**config.mk**
```make
export PLATFORM = sky130hd
export DESIGN_NAME = qsfm_fusion_frame_engine_flat
export DESIGN_NICKNAME = d
export VERILOG_FILES = /design/src/rtl/qsfm_fusion_frame_engine_if.sv /design/src/rtl/qsfm_fusion_frame_engine.sv /design/src/flat_wrapper.sv
export SDC_FILE = /design/constraint.sdc
export NUM_CORES = 2
export LEC_CHECK = 0
export BUFFER_PORTS_ARGS = -buffer_cell sky130_fd_sc_hd__buf_4
export CORE_ASPECT_RATIO = 1.25
export CORE_UTILIZATION = 35
export CTS_CLUSTER_DIAMETER = 60
export DETAILED_ROUTE_END_ITERATION = 12
export PLACE_DENSITY_LB_ADDON = 0.08
export SETUP_SLACK_MARGIN = 0.2
export SLEW_MARGIN = 20
export SYNTH_ARGS = -nofsm -noshare
export SYNTH_HDL_FRONTEND = slang
export SYNTH_SLANG_ARGS = --single-unit
```
**constraint.sdc**
```tcl
create_clock -name clk_4ghz -period 27.2 [get_ports clk_4ghz]
set_input_delay 5.44 -clock clk_4ghz [delete_from_list [all_inputs] [get_ports clk_4ghz]]
set_output_delay 5.44 -clock clk_4ghz [all_outputs]
set_load 0.02 [all_outputs]
```
**src/rtl/qsfm_fusion_frame_engine_if.sv**
```systemverilog
// Valid/ready stream-in, held-result-out bundle for the QSFM frame engine.
interface qsfm_fusion_frame_engine_if #(
    parameter int N_CH  = 4,
    parameter int DW    = 32,
    parameter int TOP_K = 4
);
    logic                  s_valid;
    logic                  s_ready;
    logic [N_CH*DW-1:0]    mag_in;
    logic [N_CH*DW-1:0]    grav_in;
    logic [31:0]           manifest_in;
    logic [15:0]           location_in;
    logic [63:0]           entropy_in;
    logic                  m_valid;
    logic                  m_ready;
    logic [31:0]           anomaly_out;
    logic [31:0]           entropy_out;
    logic [TOP_K*8-1:0]    best_dist_out;
    logic [31:0]           audit_tag_out;

    modport master (
        output s_valid, mag_in, grav_in, manifest_in,
        output location_in, entropy_in, m_ready,
        input  s_ready, m_valid, anomaly_out, entropy_out,
        input  best_dist_out, audit_tag_out
    );

    modport slave (
        input  s_valid, mag_in, grav_in, manifest_in,
        input  location_in, entropy_in, m_ready,
        output s_ready, m_valid, anomaly_out, entropy_out,
        output best_dist_out, audit_tag_out
    );
endinterface

```
**src/rtl/qsfm_fusion_frame_engine.sv**
```systemverilog
// QSFM frame engine: per-frame 2-adic top-K distances, mass-weighted anomaly, entropy.
// Optional audit signature enabled by QSFM_AUDIT_MAC_EN.
module qsfm_fusion_frame_engine #(
    parameter int          N_CH       = 4,
    parameter int          DW         = 32,
    parameter int          TOP_K      = 4,
    parameter int          FRAME_LEN  = 16,
    parameter logic [31:0] MASS_SCALE = 32'h000186A0,
    parameter int          ANOM_SHIFT = 6,
    parameter logic [7:0]  PARADOX_TH = 8'h33
) (
    input logic clk_4ghz,
    input logic rst,
    qsfm_fusion_frame_engine_if.slave bus
);
    localparam int CW = $clog2(FRAME_LEN + 1);

    typedef enum logic [1:0] {IDLE, ACCUM, FINAL, HOLD} state_t;

    state_t             state, state_n;
    logic               rdy, hs, first, m_valid;
    logic [CW-1:0]      cnt;
    logic [7:0]         top   [TOP_K];
    logic [7:0]         base  [TOP_K];
    logic [7:0]         top_n [TOP_K];
    logic [7:0]         d_beat;
    logic [31:0]        acc, acc_n, manifest;
    logic [15:0]        location, g_lo;
    logic [31:0]        anomaly, entropy, anomaly_n, entropy_n;
    logic [TOP_K*8-1:0] best;

    function automatic logic [7:0] lane_dist(input logic [DW-1:0] x);
        logic [7:0] d;
        d = 8'd0;
        for (int b = DW - 1; b >= 0; b--)
            if (x[b]) d = 8'(DW - b);
        return d;
    endfunction

    assign hs    = bus.s_valid & rdy;
    assign first = (state == IDLE);
    assign g_lo  = 16'(64'(bus.grav_in[DW-1:0]));

    always_comb begin
        d_beat = 8'hFF;
        for (int l = 0; l < N_CH; l++)
            if (lane_dist(bus.mag_in[l*DW +: DW] ^ bus.grav_in[l*DW +: DW]) < d_beat)
                d_beat = lane_dist(bus.mag_in[l*DW +: DW] ^ bus.grav_in[l*DW +: DW]);
    end

    // Strict less-than insert: equal distances queue behind existing ones.
    always_comb begin
        for (int i = 0; i < TOP_K; i++)
            base[i] = first ? 8'hFF : top[i];
        for (int i = 0; i < TOP_K; i++) begin
            top_n[i] = base[i];
            if (d_beat < base[i]) begin
                if (i == 0)
                    top_n[i] = d_beat;
                else if (d_beat < base[(i == 0) ? 0 : i - 1])
                    top_n[i] = base[(i == 0) ? 0 : i - 1];
                else
                    top_n[i] = d_beat;
            end
        end
    end

    always_comb begin
        logic [32:0] s;
        s     = 33'(first ? 32'd0 : acc) + 33'(g_lo);
        acc_n = s[32] ? 32'hFFFF_FFFF : s[31:0];
    end

    always_comb begin
        logic [63:0] prod, man, diff;
        logic [31:0] mass, mass_w, delta;
        logic [40:0] mws;
        logic [32:0] ans, es;
        prod = 64'(acc) * 64'(MASS_SCALE);
        man  = 64'(manifest);
        diff = (prod >= man) ? prod - man : man - prod;
        mass = (diff[63:32] != 32'd0) ? 32'hFFFF_FFFF : diff[31:0];
        mws  = 41'(mass) + 41'((48'(mass) * 48'(location)) >> 8);
        mass_w = (mws[40:32] != 9'd0) ? 32'hFFFF_FFFF : mws[31:0];
        ans  = 33'(top[0]) + 33'(mass_w);
        anomaly_n = 32'(ans >> ANOM_SHIFT);
        delta = (bus.entropy_in[31:0] >= bus.entropy_in[63:32])
              ? bus.entropy_in[31:0] - bus.entropy_in[63:32]
              : bus.entropy_in[63:32] - bus.entropy_in[31:0];
        es = 33'(delta) + 33'(delta >> 3);
        if (bus.entropy_in[7:0] > PARADOX_TH)
            entropy_n = es[32] ? 32'hFFFF_FFFF : es[31:0];
        else
            entropy_n = delta;
    end

    always_comb begin
        state_n = state;
        unique case (state)
            IDLE:  if (hs) state_n = (FRAME_LEN == 1) ? FINAL : ACCUM;
            ACCUM: if (hs && cnt == CW'(FRAME_LEN - 1)) state_n = FINAL;
            FINAL: state_n = HOLD;
            HOLD:  if (bus.m_ready) state_n = IDLE;
            default: state_n = IDLE;
        endcase
    end

    always_ff @(posedge clk_4ghz or posedge rst) begin
        if (rst) begin
            state <= IDLE;
            rdy   <= 1'b0;
        end else begin
            state <= state_n;
            rdy   <= (state_n == IDLE) || (state_n == ACCUM);
        end
    end

    always_ff @(posedge clk_4ghz or posedge rst) begin
        if (rst) begin
            cnt      <= '0;
            acc      <= '0;
            manifest <= '0;
            location <= '0;
            anomaly  <= '0;
            entropy  <= '0;
            best     <= '0;
            m_valid  <= 1'b0;
            for (int i = 0; i < TOP_K; i++) top[i] <= 8'hFF;
        end else begin
            if (hs) begin
                cnt <= first ? CW'(1) : cnt + CW'(1);
                acc <= acc_n;
                for (int i = 0; i < TOP_K; i++) top[i] <= top_n[i];
                if (first) begin
                    manifest <= bus.manifest_in;
                    location <= bus.location_in;
                end
            end
            if (state == FINAL) begin
                anomaly <= anomaly_n;
                entropy <= entropy_n;
                m_valid <= 1'b1;
                for (int i = 0; i < TOP_K; i++) best[i*8 +: 8] <= top[i];
            end
            if (state == HOLD && bus.m_ready) m_valid <= 1'b0;
        end
    end

`ifdef QSFM_AUDIT_MAC_EN
    logic [31:0] sig, sig_base, audit, m_w, g_w;
    assign sig_base = first ? 32'd0 : sig;
    assign m_w      = 32'(64'(bus.mag_in[DW-1:0]));
    assign g_w      = 32'(64'(bus.grav_in[DW-1:0]));

    always_ff @(posedge clk_4ghz or posedge rst) begin
        if (rst) begin
            sig   <= '0;
            audit <= '0;
        end else begin
            if (hs) sig <= {sig_base[26:0], sig_base[31:27]} ^ m_w ^ g_w;
            if (state == FINAL) audit <= sig ^ anomaly_n ^ entropy_n;
        end
    end
    assign bus.audit_tag_out = audit;
`else
    assign bus.audit_tag_out = 32'd0;
`endif

    assign bus.s_ready       = rdy;
    assign bus.m_valid       = m_valid;
    assign bus.anomaly_out   = anomaly;
    assign bus.entropy_out   = entropy;
    assign bus.best_dist_out = best;
endmodule

```
**src/flat_wrapper.sv**
```systemverilog
// flat-port wrapper written by rule: the top's interface ports become plain ports
module qsfm_fusion_frame_engine_flat 
#(
    parameter int          N_CH       = 4,
    parameter int          DW         = 32,
    parameter int          TOP_K      = 4,
    parameter int          FRAME_LEN  = 16,
    parameter logic [31:0] MASS_SCALE = 32'h000186A0,
    parameter int          ANOM_SHIFT = 6,
    parameter logic [7:0]  PARADOX_TH = 8'h33
)
  (clk_4ghz, rst, bus_s_valid, bus_mag_in, bus_grav_in, bus_manifest_in, bus_location_in, bus_entropy_in, bus_m_ready, bus_s_ready, bus_m_valid, bus_anomaly_out, bus_entropy_out, bus_best_dist_out, bus_audit_tag_out);
  qsfm_fusion_frame_engine_if #(.N_CH(N_CH), .DW(DW), .TOP_K(TOP_K)) bus_i ();
  input logic clk_4ghz;
  input logic rst;
  input wire logic [$bits(bus_i.s_valid)-1:0] bus_s_valid;
  input wire logic [$bits(bus_i.mag_in)-1:0] bus_mag_in;
  input wire logic [$bits(bus_i.grav_in)-1:0] bus_grav_in;
  input wire logic [$bits(bus_i.manifest_in)-1:0] bus_manifest_in;
  input wire logic [$bits(bus_i.location_in)-1:0] bus_location_in;
  input wire logic [$bits(bus_i.entropy_in)-1:0] bus_entropy_in;
  input wire logic [$bits(bus_i.m_ready)-1:0] bus_m_ready;
  output wire logic [$bits(bus_i.s_ready)-1:0] bus_s_ready;
  output wire logic [$bits(bus_i.m_valid)-1:0] bus_m_valid;
  output wire logic [$bits(bus_i.anomaly_out)-1:0] bus_anomaly_out;
  output wire logic [$bits(bus_i.entropy_out)-1:0] bus_entropy_out;
  output wire logic [$bits(bus_i.best_dist_out)-1:0] bus_best_dist_out;
  output wire logic [$bits(bus_i.audit_tag_out)-1:0] bus_audit_tag_out;
  assign bus_i.s_valid = bus_s_valid;
  assign bus_i.mag_in = bus_mag_in;
  assign bus_i.grav_in = bus_grav_in;
  assign bus_i.manifest_in = bus_manifest_in;
  assign bus_i.location_in = bus_location_in;
  assign bus_i.entropy_in = bus_entropy_in;
  assign bus_i.m_ready = bus_m_ready;
  assign bus_s_ready = bus_i.s_ready;
  assign bus_m_valid = bus_i.m_valid;
  assign bus_anomaly_out = bus_i.anomaly_out;
  assign bus_entropy_out = bus_i.entropy_out;
  assign bus_best_dist_out = bus_i.best_dist_out;
  assign bus_audit_tag_out = bus_i.audit_tag_out;
  qsfm_fusion_frame_engine #(.N_CH(N_CH), .DW(DW), .TOP_K(TOP_K), .FRAME_LEN(FRAME_LEN), .MASS_SCALE(MASS_SCALE), .ANOM_SHIFT(ANOM_SHIFT), .PARADOX_TH(PARADOX_TH)) u_core (.clk_4ghz(clk_4ghz), .rst(rst), .bus(bus_i));
endmodule
```
==> impl_metrics.yaml <==
drt:
  wirelength_um: 160800
  postRouteAntennaNets: 0
  drtPass1Iterations: 6
  routedWlPerCell_um: 20.15
  drcViolationCount: 0
  met2_length_um: 80040
  wl_met3_um: 5964
  drtIter0Drc: 1879
  vias: 41271
  drt-vias-per-instance: 5.172
  m1WireLength_um: 70950
  top_layer: "met4"
sta:
  hold_viol: 0
  rsz0062_at_grt: "false"
  fin_skew_ps: 28.91
  period_share: 0.8409
  setup_tns_ps: 0
  finalSetupViolCount: 0
  fmax_mhz: 43.72
  post-route-min-period_ps: 22870
  worstMarginPinSlew_ps: 1097
  relSlewSlack: 0.2671
  slew_viol_final: 0
clock_network:
  root_buffer: "clkbuf_16"
  clock-sinks: 212
  clk_pin_slew_ps: 60
  cts-htree-levels: 2
  cts_max_path_buffers: 3
  cts.repair.resized: 0
  post-cts-setup-buffers: 0
  cts_buffers: 39
  hold_buffers: 0
  clk_latency_ps: 630
  cts_tree: "built"
run:
  drv_cap: 0
worst_setup_path:
  crit_top_cell: "fa_1"
  arrival_ps: 23340
  worstPathMaxFanout: 29
  path_delay_family: "compound AO/OA/AOI/OAI gates"
  cp_num_buf_inv: 8
  crit_required_ps: 27670
  cp-start-kind: "flip-flop"
  critPathCaptureType: "flip-flop"
  worst_path_largest_cell_delay_ps: 800
  slowest_stage: "nor3_1"
  crit_type: "reg -> reg"
global_route:
  grt_pass1_vias: 42990
  grt_max_degree: 88
  grt_pass1_wl_um: 250400
  track_usage: 0.2363
  grt-ovfl-total: 0
  grt_antenna_before_repair: 4
logic_synthesis:
  synthMostInstantiatedCell: "inv_1"
  synth_top_area_share: 0.2211
  yosys.area.top_type: "fa_1"
  netlist_top_cells_count: "929 x inv_1, 775 x nand2_1, 534 x ha_1"
  syn_area_um2: 47170
  yosys_most_used_dff: "dfrtp_1"
  ys_warn_count: 0
  ys_ff_latch: 212
  synth_compound_area_frac: 0.1809
  synth-simple-area-share: 0.1641
  synth-async-reset-ratio: 1.000
  synth-xor-area-share: 0.06217
  synth_cell_type_count: 103
  yosys.area_share.adder: 0.3627
  syn_avg_cell_area_um2: 8.015
  synth_edf_count: 0
  post_synth_mux_area_share: 0.01623
  ys_top_cells_by_area: "fa_1 22%, ha_1 14%, dfrtp_1 9.5%"
  synth_cells: 5886
  synth_top_family_by_area: "adder cells"
  yosysSeqAreaShare: 0.1133
place:
  port_buffers: 464
  dpl_cell_area_um2: 52230
  dpl.hpwl_um: 132200
  gp_congestion: 0.9389
floorplan:
  rows: 150
  dieArea_um2: 136300
  io_pins: 502
  chipWidth_um: 330.4
  start_util: 0.3525
  die_h_um: 412.5
  coreArea_um2: 133800
layout:
  final_layout_size_suffix_gt1_frac: 0.1170
  nNetsFinal: 7626
  area_growth_pct: 13.61
  design_area_um2: 53600
run_status:
  outcome: "completed"
min_path:
  hold_class: "reg -> reg"
[metrics by stage]
step,setup WS [ps],std cells,hold WS (ps),utilization
6_report,4328,7980,479.1,0.4005
3_3_place_gp,5028,7905,462.0,0.3902
3_5_place_dp,4459,7906,467.0,0.3903
5_1_grt,2484,7979,503.4,0.4005
2_1_floorplan,8306,5922,445.3,-
4_1_cts,4385,7977,482.6,0.4005
[sequential cells by signal, summed over array words and instances (netlist names)]
register,count
u_core.bus.best_dist_out,32
u_core.cnt,5
u_core.manifest,32
u_core.bus.m_valid,1
u_core.state,2
u_core.bus.anomaly_out,27
u_core.acc,32
u_core.bus.s_ready,1
u_core.bus.entropy_out,32
u_core.location,16
u_core.top,32
[worst paths after layout]
kind	start	endpoint	slack (ps)	cells past startpoint
setup / recovery	u_core.acc[9]	u_core.bus.anomaly_out[11]	4330	75
hold / removal	u_core.bus.best_dist_out[23]	u_core.bus.best_dist_out[23]	480	2
setup reg to reg	u_core.acc[9]	u_core.bus.anomaly_out[11]	4330	75
hold reg to reg	u_core.bus.best_dist_out[23]	u_core.bus.best_dist_out[23]	480	2
max in group asynchronous	rst	u_core.location[7]	20720	3
min in group asynchronous	rst	u_core.acc[29]	4940	2
[layout make-up]
| type | instances | area (um2) |
|---|---|---|
| fill | 13996 | 80220 |
| timing repair buffer | 519 | 3904 |
| clock inverter | 22 | 311.5 |
| inverter | 929 | 3495 |
| clock buffer | 49 | 1044 |
| sequential | 212 | 5348 |
| multi-input combinational | 4498 | 37300 |
| antenna | 3 | 7.507 |
| tap | 1748 | 2187 |
[worst min-delay path, cell delays in order, from the launching register on]
cell	delay (ps)
dfrtp_1	340
nand2_1	50
nand2_1	60
[cells in the final DEF, fill, tap and decap left out, drive strengths merged, types with 180 or more instances in the layout]
master	instances
o21ai	292
fa	521
xnor2	192
nand2	775
dfrtp	180
and2	196
ha	534
nor2	262
inv	937
buf	519
a21oi	430
[routing by layer]
| metal | vias to the layer above | global-route usage |
|---|---|---|
| li1 | 19928 | - |
| met1 | 20463 | 0.3028 |
| met2 | 714 | 0.4169 |
| met3 | 166 | 0.02948 |
| met4 | 0 | 0.05729 |
| met5 | - | 0 |
[kinds of logic (layout without fill, tap and decap cells)]
family                     after synthesis  after routing
AOI/OAI and AO/OA                     1338           1338
xor gates and xnor gates               334            334
adders and majority gates             1055           1055
buffers and inverters                 1212           1519
DFF                                    212            212
muxes                                   72             72
other                                    1             40
and+or+nand+nor                       1662           1662
Power is not shown: default switching activity piles up to over one toggle a cycle in this logic, so the estimate is an artifact.
